`src/rtl/tea_pkg.sv`:
```
// Shared types and constants for the TEA scheduler and its arbiter.
package tea_pkg;

    typedef enum logic [1:0] {
        IDLE   = 2'd0,
        ISSUE  = 2'd1,
        WAIT   = 2'd2,
        RETURN = 2'd3
    } state_t;

    localparam int          BLOCK_W = 64;
    localparam int          KEY_W   = 128;
    localparam logic [31:0] DELTA   = 32'h9E3779B9;

endpackage

```
`src/rtl/rr_arbiter.sv`:
```
// Combinational round-robin arbiter: searches upward from last_grant+1,
// wrapping modulo NUM_CH, and returns the first requesting channel.
module rr_arbiter #(
    parameter int NUM_CH = 4,
    localparam int CH_W  = $clog2(NUM_CH)
) (
    input  logic [NUM_CH-1:0] i_req,
    input  logic [CH_W-1:0]   i_last_grant,
    output logic [NUM_CH-1:0] o_grant_oh,
    output logic [CH_W-1:0]   o_grant_idx,
    output logic              o_any
);

    // Rotating priority search; the found flag keeps only the first hit.
    always_comb begin
        logic            found;
        logic [CH_W-1:0] idx;
        found       = 1'b0;
        idx         = '0;
        o_grant_oh  = '0;
        o_grant_idx = '0;
        for (int off = 1; off <= NUM_CH; off++) begin
            idx = CH_W'((int'(i_last_grant) + off) % NUM_CH);
            if (!found && i_req[idx]) begin
                found           = 1'b1;
                o_grant_idx     = idx;
                o_grant_oh[idx] = 1'b1;
            end
        end
        o_any = found;
    end

endmodule

```
`src/rtl/tea_scheduler.sv`:
```
// Shares one iterative TEA core between NUM_CH input streams, one block in
// flight, and returns each ciphertext tagged with its source channel.
//
// Handshake rule on every stream here: a transfer happens on a rising edge
// where valid and ready are both high; a source that raises valid keeps it
// and its payload stable until that transfer; ready may depend on valid.
module tea_scheduler
    import tea_pkg::*;
#(
    parameter int NUM_CH = 4,
    localparam int CH_W  = $clog2(NUM_CH)
) (
    input  logic                      i_clk,
    input  logic                      i_rst,
    input  logic [KEY_W-1:0]          i_key,
    input  logic [NUM_CH-1:0]         i_axis_valid_s,
    output logic [NUM_CH-1:0]         o_axis_ready_s,
    input  logic [NUM_CH*BLOCK_W-1:0] i_axis_data_s,
    output logic                      o_core_valid,
    input  logic                      i_core_ready,
    output logic [BLOCK_W-1:0]        o_core_data,
    output logic [KEY_W-1:0]          o_core_key,
    input  logic                      i_core_valid,
    output logic                      o_core_ready,
    input  logic [BLOCK_W-1:0]        i_core_data,
    output logic                      o_axis_valid_m,
    input  logic                      i_axis_ready_m,
    output logic [BLOCK_W-1:0]        o_axis_data_m,
    output logic [CH_W-1:0]           o_axis_tid_m,
    output logic                      o_busy,
    output logic [31:0]               o_blocks_done,
    output logic [1:0]                o_dbg_state
);

    state_t               state_q, state_d;
    logic [CH_W-1:0]      last_grant_q;
    logic [BLOCK_W-1:0]   blk_q, res_q, sel_blk;
    logic [KEY_W-1:0]     key_q;
    logic [CH_W-1:0]      tid_q;
    logic [31:0]          done_q;
    logic [NUM_CH-1:0]    grant_oh;
    logic [CH_W-1:0]      grant_idx;
    logic                 grant_any;

    rr_arbiter #(.NUM_CH(NUM_CH)) u_arb (
        .i_req        (i_axis_valid_s),
        .i_last_grant (last_grant_q),
        .o_grant_oh   (grant_oh),
        .o_grant_idx  (grant_idx),
        .o_any        (grant_any)
    );

    // Pick the granted channel's block out of the flattened input bus.
    always_comb begin
        sel_blk = '0;
        for (int c = 0; c < NUM_CH; c++) begin
            if (grant_idx == CH_W'(c)) sel_blk = i_axis_data_s[c*BLOCK_W +: BLOCK_W];
        end
    end

    // State register.
    always_ff @(posedge i_clk) begin
        if (i_rst) state_q <= IDLE;
        else       state_q <= state_d;
    end

    // Next-state and handshake outputs; each state owns exactly one handshake.
    always_comb begin
        state_d        = state_q;
        o_axis_ready_s = '0;
        o_core_valid   = 1'b0;
        o_core_ready   = 1'b0;
        o_axis_valid_m = 1'b0;
        case (state_q)
            IDLE: begin
                if (grant_any) begin
                    o_axis_ready_s = grant_oh;
                    state_d        = ISSUE;
                end
            end
            ISSUE: begin
                o_core_valid = 1'b1;
                if (i_core_ready) state_d = WAIT;
            end
            WAIT: begin
                o_core_ready = 1'b1;
                if (i_core_valid) state_d = RETURN;
            end
            RETURN: begin
                o_axis_valid_m = 1'b1;
                if (i_axis_ready_m) state_d = IDLE;
            end
            default: state_d = IDLE;
        endcase
    end

    // Block, key and tag are captured only at grant so later input changes
    // cannot disturb the block in flight; the result is captured from the core.
    always_ff @(posedge i_clk) begin
        if (i_rst) begin
            last_grant_q <= CH_W'(NUM_CH - 1);
            blk_q        <= '0;
            key_q        <= '0;
            tid_q        <= '0;
            res_q        <= '0;
            done_q       <= '0;
        end else begin
            if (state_q == IDLE && grant_any) begin
                blk_q        <= sel_blk;
                key_q        <= i_key;
                tid_q        <= grant_idx;
                last_grant_q <= grant_idx;
            end
            if (state_q == WAIT && i_core_valid) res_q <= i_core_data;
            if (state_q == RETURN && i_axis_ready_m) done_q <= done_q + 32'd1;
        end
    end

    assign o_core_data   = blk_q;
    assign o_core_key    = key_q;
    assign o_axis_data_m = res_q;
    assign o_axis_tid_m  = tid_q;
    assign o_blocks_done = done_q;
    assign o_busy        = (state_q != IDLE);
    assign o_dbg_state   = state_q;

endmodule

```
`config.mk`:
```
export PLATFORM = sky130hd
export DESIGN_NAME = tea_scheduler
export DESIGN_NICKNAME = d
export VERILOG_FILES = /design/src/rtl/tea_pkg.sv /design/src/rtl/rr_arbiter.sv /design/src/rtl/tea_scheduler.sv
export SDC_FILE = /design/constraint.sdc
export NUM_CORES = 1
export LEC_CHECK = 0
export ABC_AREA = 1
export CAP_MARGIN = 25
export CORE_AREA = 2 2 297 299
export DETAILED_ROUTE_END_ITERATION = 7
export DIE_AREA = 0 0 299 301
export PLACE_DENSITY_LB_ADDON = 0.12
export SYNTH_ARGS = -nofsm -noshare
export SYNTH_HDL_FRONTEND = slang
export SYNTH_HIERARCHICAL = 1
export SYNTH_SLANG_ARGS = --single-unit
```
`constraint.sdc`:
```
create_clock -name i_clk -period 4.5 [get_ports i_clk]
set_input_delay 0.45 -clock i_clk [delete_from_list [all_inputs] [get_ports i_clk]]
set_output_delay 0.45 -clock i_clk [all_outputs]
set_load 0.01 [all_outputs]
```
**Word-level counts from Yosys, hierarchy flattened**

Index checks and enable logic that the tools add are counted.

- Register bits after elaboration: 294
- Output and inout bits: 300
- Word-level logic and storage cells: 92

- Add/subtract/negate cells: 5
- $lt $le $gt $ge: 8
- Equality and inequality tests: 10
- Multiplexer cells: 42
- Bitwise operators: 3
- Reduce and logical (&&, ||, !) cells: 17

Operators by type and width:

| cell | number |
|---|---|
| 64-bit 2-to-1 mux | 4 |
| 32-bit by 1-bit adder with 32-bit output (second input constant) | 1 |
| 4-bit 2-to-1 mux | 6 |
| 2-bit 2-to-1 mux | 8 |
| 1-bit 2-to-1 mux | 15 |
| 2-bit by 3-bit less-than comparator with 1-bit output (second input constant) | 4 |
| 4-bit bitwise OR | 3 |
| 1-bit logical AND | 10 |
| 1-bit binary-select mux with 2-bit select | 4 |
| 1-bit demux with 2-bit select | 4 |
| 2-bit equality test (second input constant) | 4 |
| 2-bit by 1-bit greater-or-equal comparator with 1-bit output (second input constant) | 4 |
| 2-bit != test (second input constant) | 4 |
| 2-bit case mux with 4 select lines | 1 |
| 2-bit by 1-bit adder with 2-bit output (second input constant) | 2 |
| 2-bit adder (second input constant) | 2 |
| 2-bit by 1-bit equality test with 1-bit output (second input constant) | 2 |
| 2-bit zero test | 2 |
| 4-bit AND reduction | 1 |
| 1-bit zero test | 3 |
| 2-bit nonzero test | 1 |

**Logic depth before layout (Yosys ltp)**

- Word-level depth: 18
- Gate-level depth with buffers: 17
- Mapped depth without buffers: 14

**Cells and area by module**

Netlist, hierarchy kept.

Modules (own cells, without submodules):

| module | instances | cells each | area each (µm²) |
|---|---|---|---|
| tea_scheduler | 1 | 1782 | 12355.6 |
| rr_arbiter | 1 | 81 | 535.5 |

**Worst setup path after synthesis**

OpenSTA, ideal clock, no wires.

- Path type: register to output
- From: register last_grant_q[1]
- To: output port o_axis_ready_s[0]
- Arrival time: 2.373 ns
- Required time: 4.050 ns
- Slack: 1.677 ns
- Cell stages (with the launch flop): 13
- Buffers on the path: 3
- Cell sequence: dfxtp_1 > inv_1 > ha_1 > inv_2 > nand3_4 > nand2_4 > nor2_4 > buf_6 > nand4_1 > nand2_1 > clkbuf_1 > clkbuf_1 > nor2_1

- Cells in the longest elaborated chain, start to end: 15
- Elaborated cells on any way between the ends: 51
- Classes of those cells: add/sub: 4; order compare: 8; mux: 26; bitwise: 3; reduce/logical: 10

RTL lines:

| item | RTL line | text |
|---|---|---|
| start: declaration | tea_scheduler.sv:36 | `logic [CH_W-1:0] last_grant_q;` |
| start signal: assignment | tea_scheduler.sv:101 | `last_grant_q <= CH_W'(NUM_CH - 1);` |
| start signal: assignment | tea_scheduler.sv:112 | `last_grant_q <= grant_idx;` |
| 2-bit by 1-bit adder with 2-bit output | rr_arbiter.sv:23 | `idx = CH_W'((int'(i_last_grant) + off) % NUM_CH);` |
| 1-bit binary-select mux with 2-bit select | rr_arbiter.sv:24 | `if (!found && i_req[idx]) begin` |
| 1-bit 2-to-1 mux (implied by the code) | rr_arbiter.sv:24 |  |
| 1-bit 2-to-1 mux | rr_arbiter.sv:24 |  |
| 1-bit zero test | rr_arbiter.sv:24 |  |
| 1-bit logical AND | rr_arbiter.sv:24 |  |
| 1-bit 2-to-1 mux | rr_arbiter.sv:24 |  |
| 1-bit zero test | rr_arbiter.sv:24 |  |
| 1-bit logical AND | rr_arbiter.sv:24 |  |
| 1-bit 2-to-1 mux | rr_arbiter.sv:24 |  |
| 1-bit zero test | rr_arbiter.sv:24 |  |
| 1-bit logical AND | rr_arbiter.sv:24 |  |
| 1-bit 2-to-1 mux (*) | rr_arbiter.sv:24 |  |
| named net grant_any | tea_scheduler.sv:43 | `logic grant_any;` |
| 4-bit 2-to-1 mux (*) | tea_scheduler.sv:76 | `if (grant_any) begin` |
| 4-bit 2-to-1 mux (*) | tea_scheduler.sv:74 | `case (state_q)` |
| end: declaration | tea_scheduler.sv:17 | `output logic [NUM_CH-1:0] o_axis_ready_s,` |

Mark *: on every way through the listed nets, which the timed path passes. The rest lies on a longest branch. The select of a mux whose other input is x is not followed.

**Worst setup path after layout**

- From: register last_grant_q[0]
- To: output port o_axis_ready_s[3]

The elaborated chain is that of the path after synthesis.

==> out/qor.txt <==
outcome - completed
die width - 299 um
Comb power frac - 0.544
Max IR drop VDD - 0.446 mV
final hold violations - 0
mux cell area share after synthesis - 0
nature of the critical path endpoint - output port
die footprint - 90,000 um2
leakage - 8.65 nW
first-pass GRT wire length - 98.6 mm
CP dominant cell by count - nand2_4
vias in the first global route - 15,056
Clock transition at path regs - 0.05 ns
prevailing post-synth register cell - dfxtp_1
Sw Share - 0.435
Setup crit start kind - flip-flop
total number of vias - 15,047
drt total wl - 68.4 mm
Reg power frac - 0.251
adder-cell share of the synthesized area - 0.0126
Avg WL per Cell - 18.3 um
Root Driver - clkbuf_16
max-slew violation count - 0
Starting Density - 0.149
RSZ-0062 raised after global routing - no
Post-DRT Antenna Nets - 0
Data arrival, critical path - 3.38 ns
area growth from synthesis to layout - 78.3%
largest family of logic cells by synthesized area - simple AND/OR/NAND/NOR gates
largest net degree at the start of global routing - 146
setup tns final - 0 ns
post-layout net count - 3,021
syn_area_per_cell - 6.92 um2
Slew @ Worst Pin - 0.917 ns
Fin Clk Skew - 0.0195 ns
fin cells - 3,742
Post-Syn Nets - 2,333
Crit Path Class - flip-flop to output port
DRC - 0
I/O pin count - 757
complex-gate fraction of the synthesized area - 0.135
Max Clk Rate - 261 MHz
NetSw - 0.00694 W
setup violators final - 0
fin crit share - 0.851
CTS Buf Count - 41
Min Clock Period, post-route - 3.83 ns
initial antenna violation count - 14
drt first pass iters - 7
Post-synth top cells - nor2_1, nand2_1, dfxtp_1, o21ai_0, nand3_1
Final HPWL DP - 51.2 mm
Hold Path Class - flip-flop to flip-flop
EDFF count, synth - 0
simple-gate share of the synthesized area - 0.333
CP required - 4.05 ns
FFs w/ async S/R, synth - 0
total gr overflow - 0
drt first-iter violations - 712
htree depth - 2
synth warn - 6
Core Rows - 108
Max-Cap Viols - 0
GPL Wtd Cong - 0.824
largest area contributor in the netlist - dfxtp_1
dpl cells - 3,663
synth unique cells - 29
XOR/XNOR Fraction of Synth Area - 0.00136
Port Buffers - 756
Cells after Synth - 1,863
Clock Latency Late Sink - 0.56 ns
clock buffer depth - 3
core area - 86,500 um2
clk sinks - 294
PwrDens - 695 nW/um2
top post-synthesis cells by area - dfxtp_1, nor2_1, o21ai_0
via/cell ratio - 4.02
Crit-path slowest cell - dfxtp_1
Layout fillers - 9,441
Yosys top cell area share - 0.457
Int Power - 0.00903 W
CP peak stage delay - 0.69 ns
post_cts resized - 0
Yosys reg bits - 294
CP Cell Sequence - inv_8, ha_1, inv_2, nand3_4, nand2_4, nor2_4, nand4_1, nand2_4, nor2_1, clkdlybuf4s50_1
layout cells sized above 1 - 0.0427
Netlist Area Pre-Place - 12,900 um2
die height - 301 um
post-CTS setup buffers - 0
register area share after synthesis - 0.457
cts-stage hold buffer count - 0
crit path max fanout - 13
top-count cell post-synth - nor2_1
Relative slew margins - 0.387
Clock power frac - 0.205
CTS tree - yes
Total GRT Usage - 0.145
## worst max-delay path, delay by kind of cell (launching register included)
family | cells | cell delay (ns)
AND/OR/NAND/NOR | 6 | 0.99
buffers and inverters | 3 | 0.73
flip-flops | 1 | 0.69
adder cells (fa/ha/maj) | 1 | 0.41
## logic make-up (layout without fill, tap and decap cells)
kind of cell               Yosys count  after routing
other                                0             11
buffers and inverters              194            907
xor gates and xnor gates             2              2
and+or+nand+nor                   1016           1016
adders and majority gates           13             13
AOI/OAI and AO/OA                  344            344
DFF                                294            294
## state kept, by name (all words and copies together), names as in the netlist
register       flops
o_axis_data_m     64
o_blocks_done     32
o_axis_tid_m       2
last_grant_q       2
o_dbg_state        2
o_core_key       128
o_core_data       64
## routing by layer
layer | vias up | share of wire | GRT usage
li1 | 7499 | - | -
met1 | 6885 | 0.38 | 0.154
met2 | 570 | 0.50 | 0.262
met3 | 89 | 0.088 | 0.0531
met4 | 4 | 0.030 | 0.0515
met5 | - | 0.00041 | 0
## stage by stage
| stage | hold slack (ns) | total power (W) | instance area, um2 | utilization | setup WS [ns] |
|---|---|---|---|---|---|
| 4_1_cts | 0.464 | 0.0164 | 23000 | 0.265 | 0.600 |
| 6_report | 0.462 | 0.0160 | 23000 | 0.266 | 0.671 |
| 2_1_floorplan | 0.490 | 0.00880 | 12900 | - | 1.68 |
| 3_5_place_dp | 0.455 | 0.0129 | 21600 | 0.250 | 0.937 |
| 3_3_place_gp | 0.453 | 0.0129 | 21600 | 0.250 | 0.992 |
| 5_1_grt | 0.480 | 0.0173 | 23000 | 0.266 | 0.382 |
## cell type report
| class | count | area [um2] | share of cell area |
|---|---|---|---|
| clock inverters | 10 | 143 | 0.00621 |
| multi-input cells | 1375 | 6250 | 0.272 |
| repair buffers | 773 | 7760 | 0.338 |
| clock buffers | 58 | 1200 | 0.0523 |
| flip-flops and latches | 294 | 5890 | 0.256 |
| inverters | 66 | 265 | 0.0115 |
| diodes | 11 | 27.5 | 0.00120 |
| well taps | 1155 | 1450 | 0.0629 |
## worst paths after layout
| check | from | to | slack, ns | cells after the start |
|---|---|---|---|---|
| worst max register to register | last_grant_q[0]$_SDFFE_PP1P_ | o_core_data[6]$_SDFFE_PP0P_ | 0.93 | 14 |
| worst max-delay path | last_grant_q[0]$_SDFFE_PP1P_ | o_axis_ready_s[3] | 0.67 | 10 |
| worst min-delay path | o_core_data[57]$_SDFFE_PP0P_ | o_core_data[57]$_SDFFE_PP0P_ | 0.46 | 2 |
| worst min register to register | o_core_data[57]$_SDFFE_PP0P_ | o_core_data[57]$_SDFFE_PP0P_ | 0.46 | 2 |
## cells in the final DEF, fill, tap and decap left out, drive strengths merged, types with 3 or more instances in the layout
cell type      count
clkdlybuf4s50    755
nor2             455
nand2            331
dfxtp            294
o21ai            245
nand3            164
a21oi             88
inv               66
nand4             64
clkbuf            58
buf               18
ha                13
diode             11
clkinv             6
a21boi             4
o21a               3
bufinv             3
## power groups by stage
| stage | registers, W | clock network [W] | logic [W] |
|---|---|---|---|
| after floorplan | 0.00440 | 0 | 0.00441 |
| after global placement | 0.00403 | 0 | 0.00884 |
| after detailed placement | 0.00407 | 0 | 0.00888 |
| after CTS | 0.00402 | 0.00345 | 0.00891 |
| after global routing | 0.00412 | 0.00354 | 0.00967 |
| final | 0.00400 | 0.00328 | 0.00869 |
No activity file was read; power rests on OpenSTA's default activity.
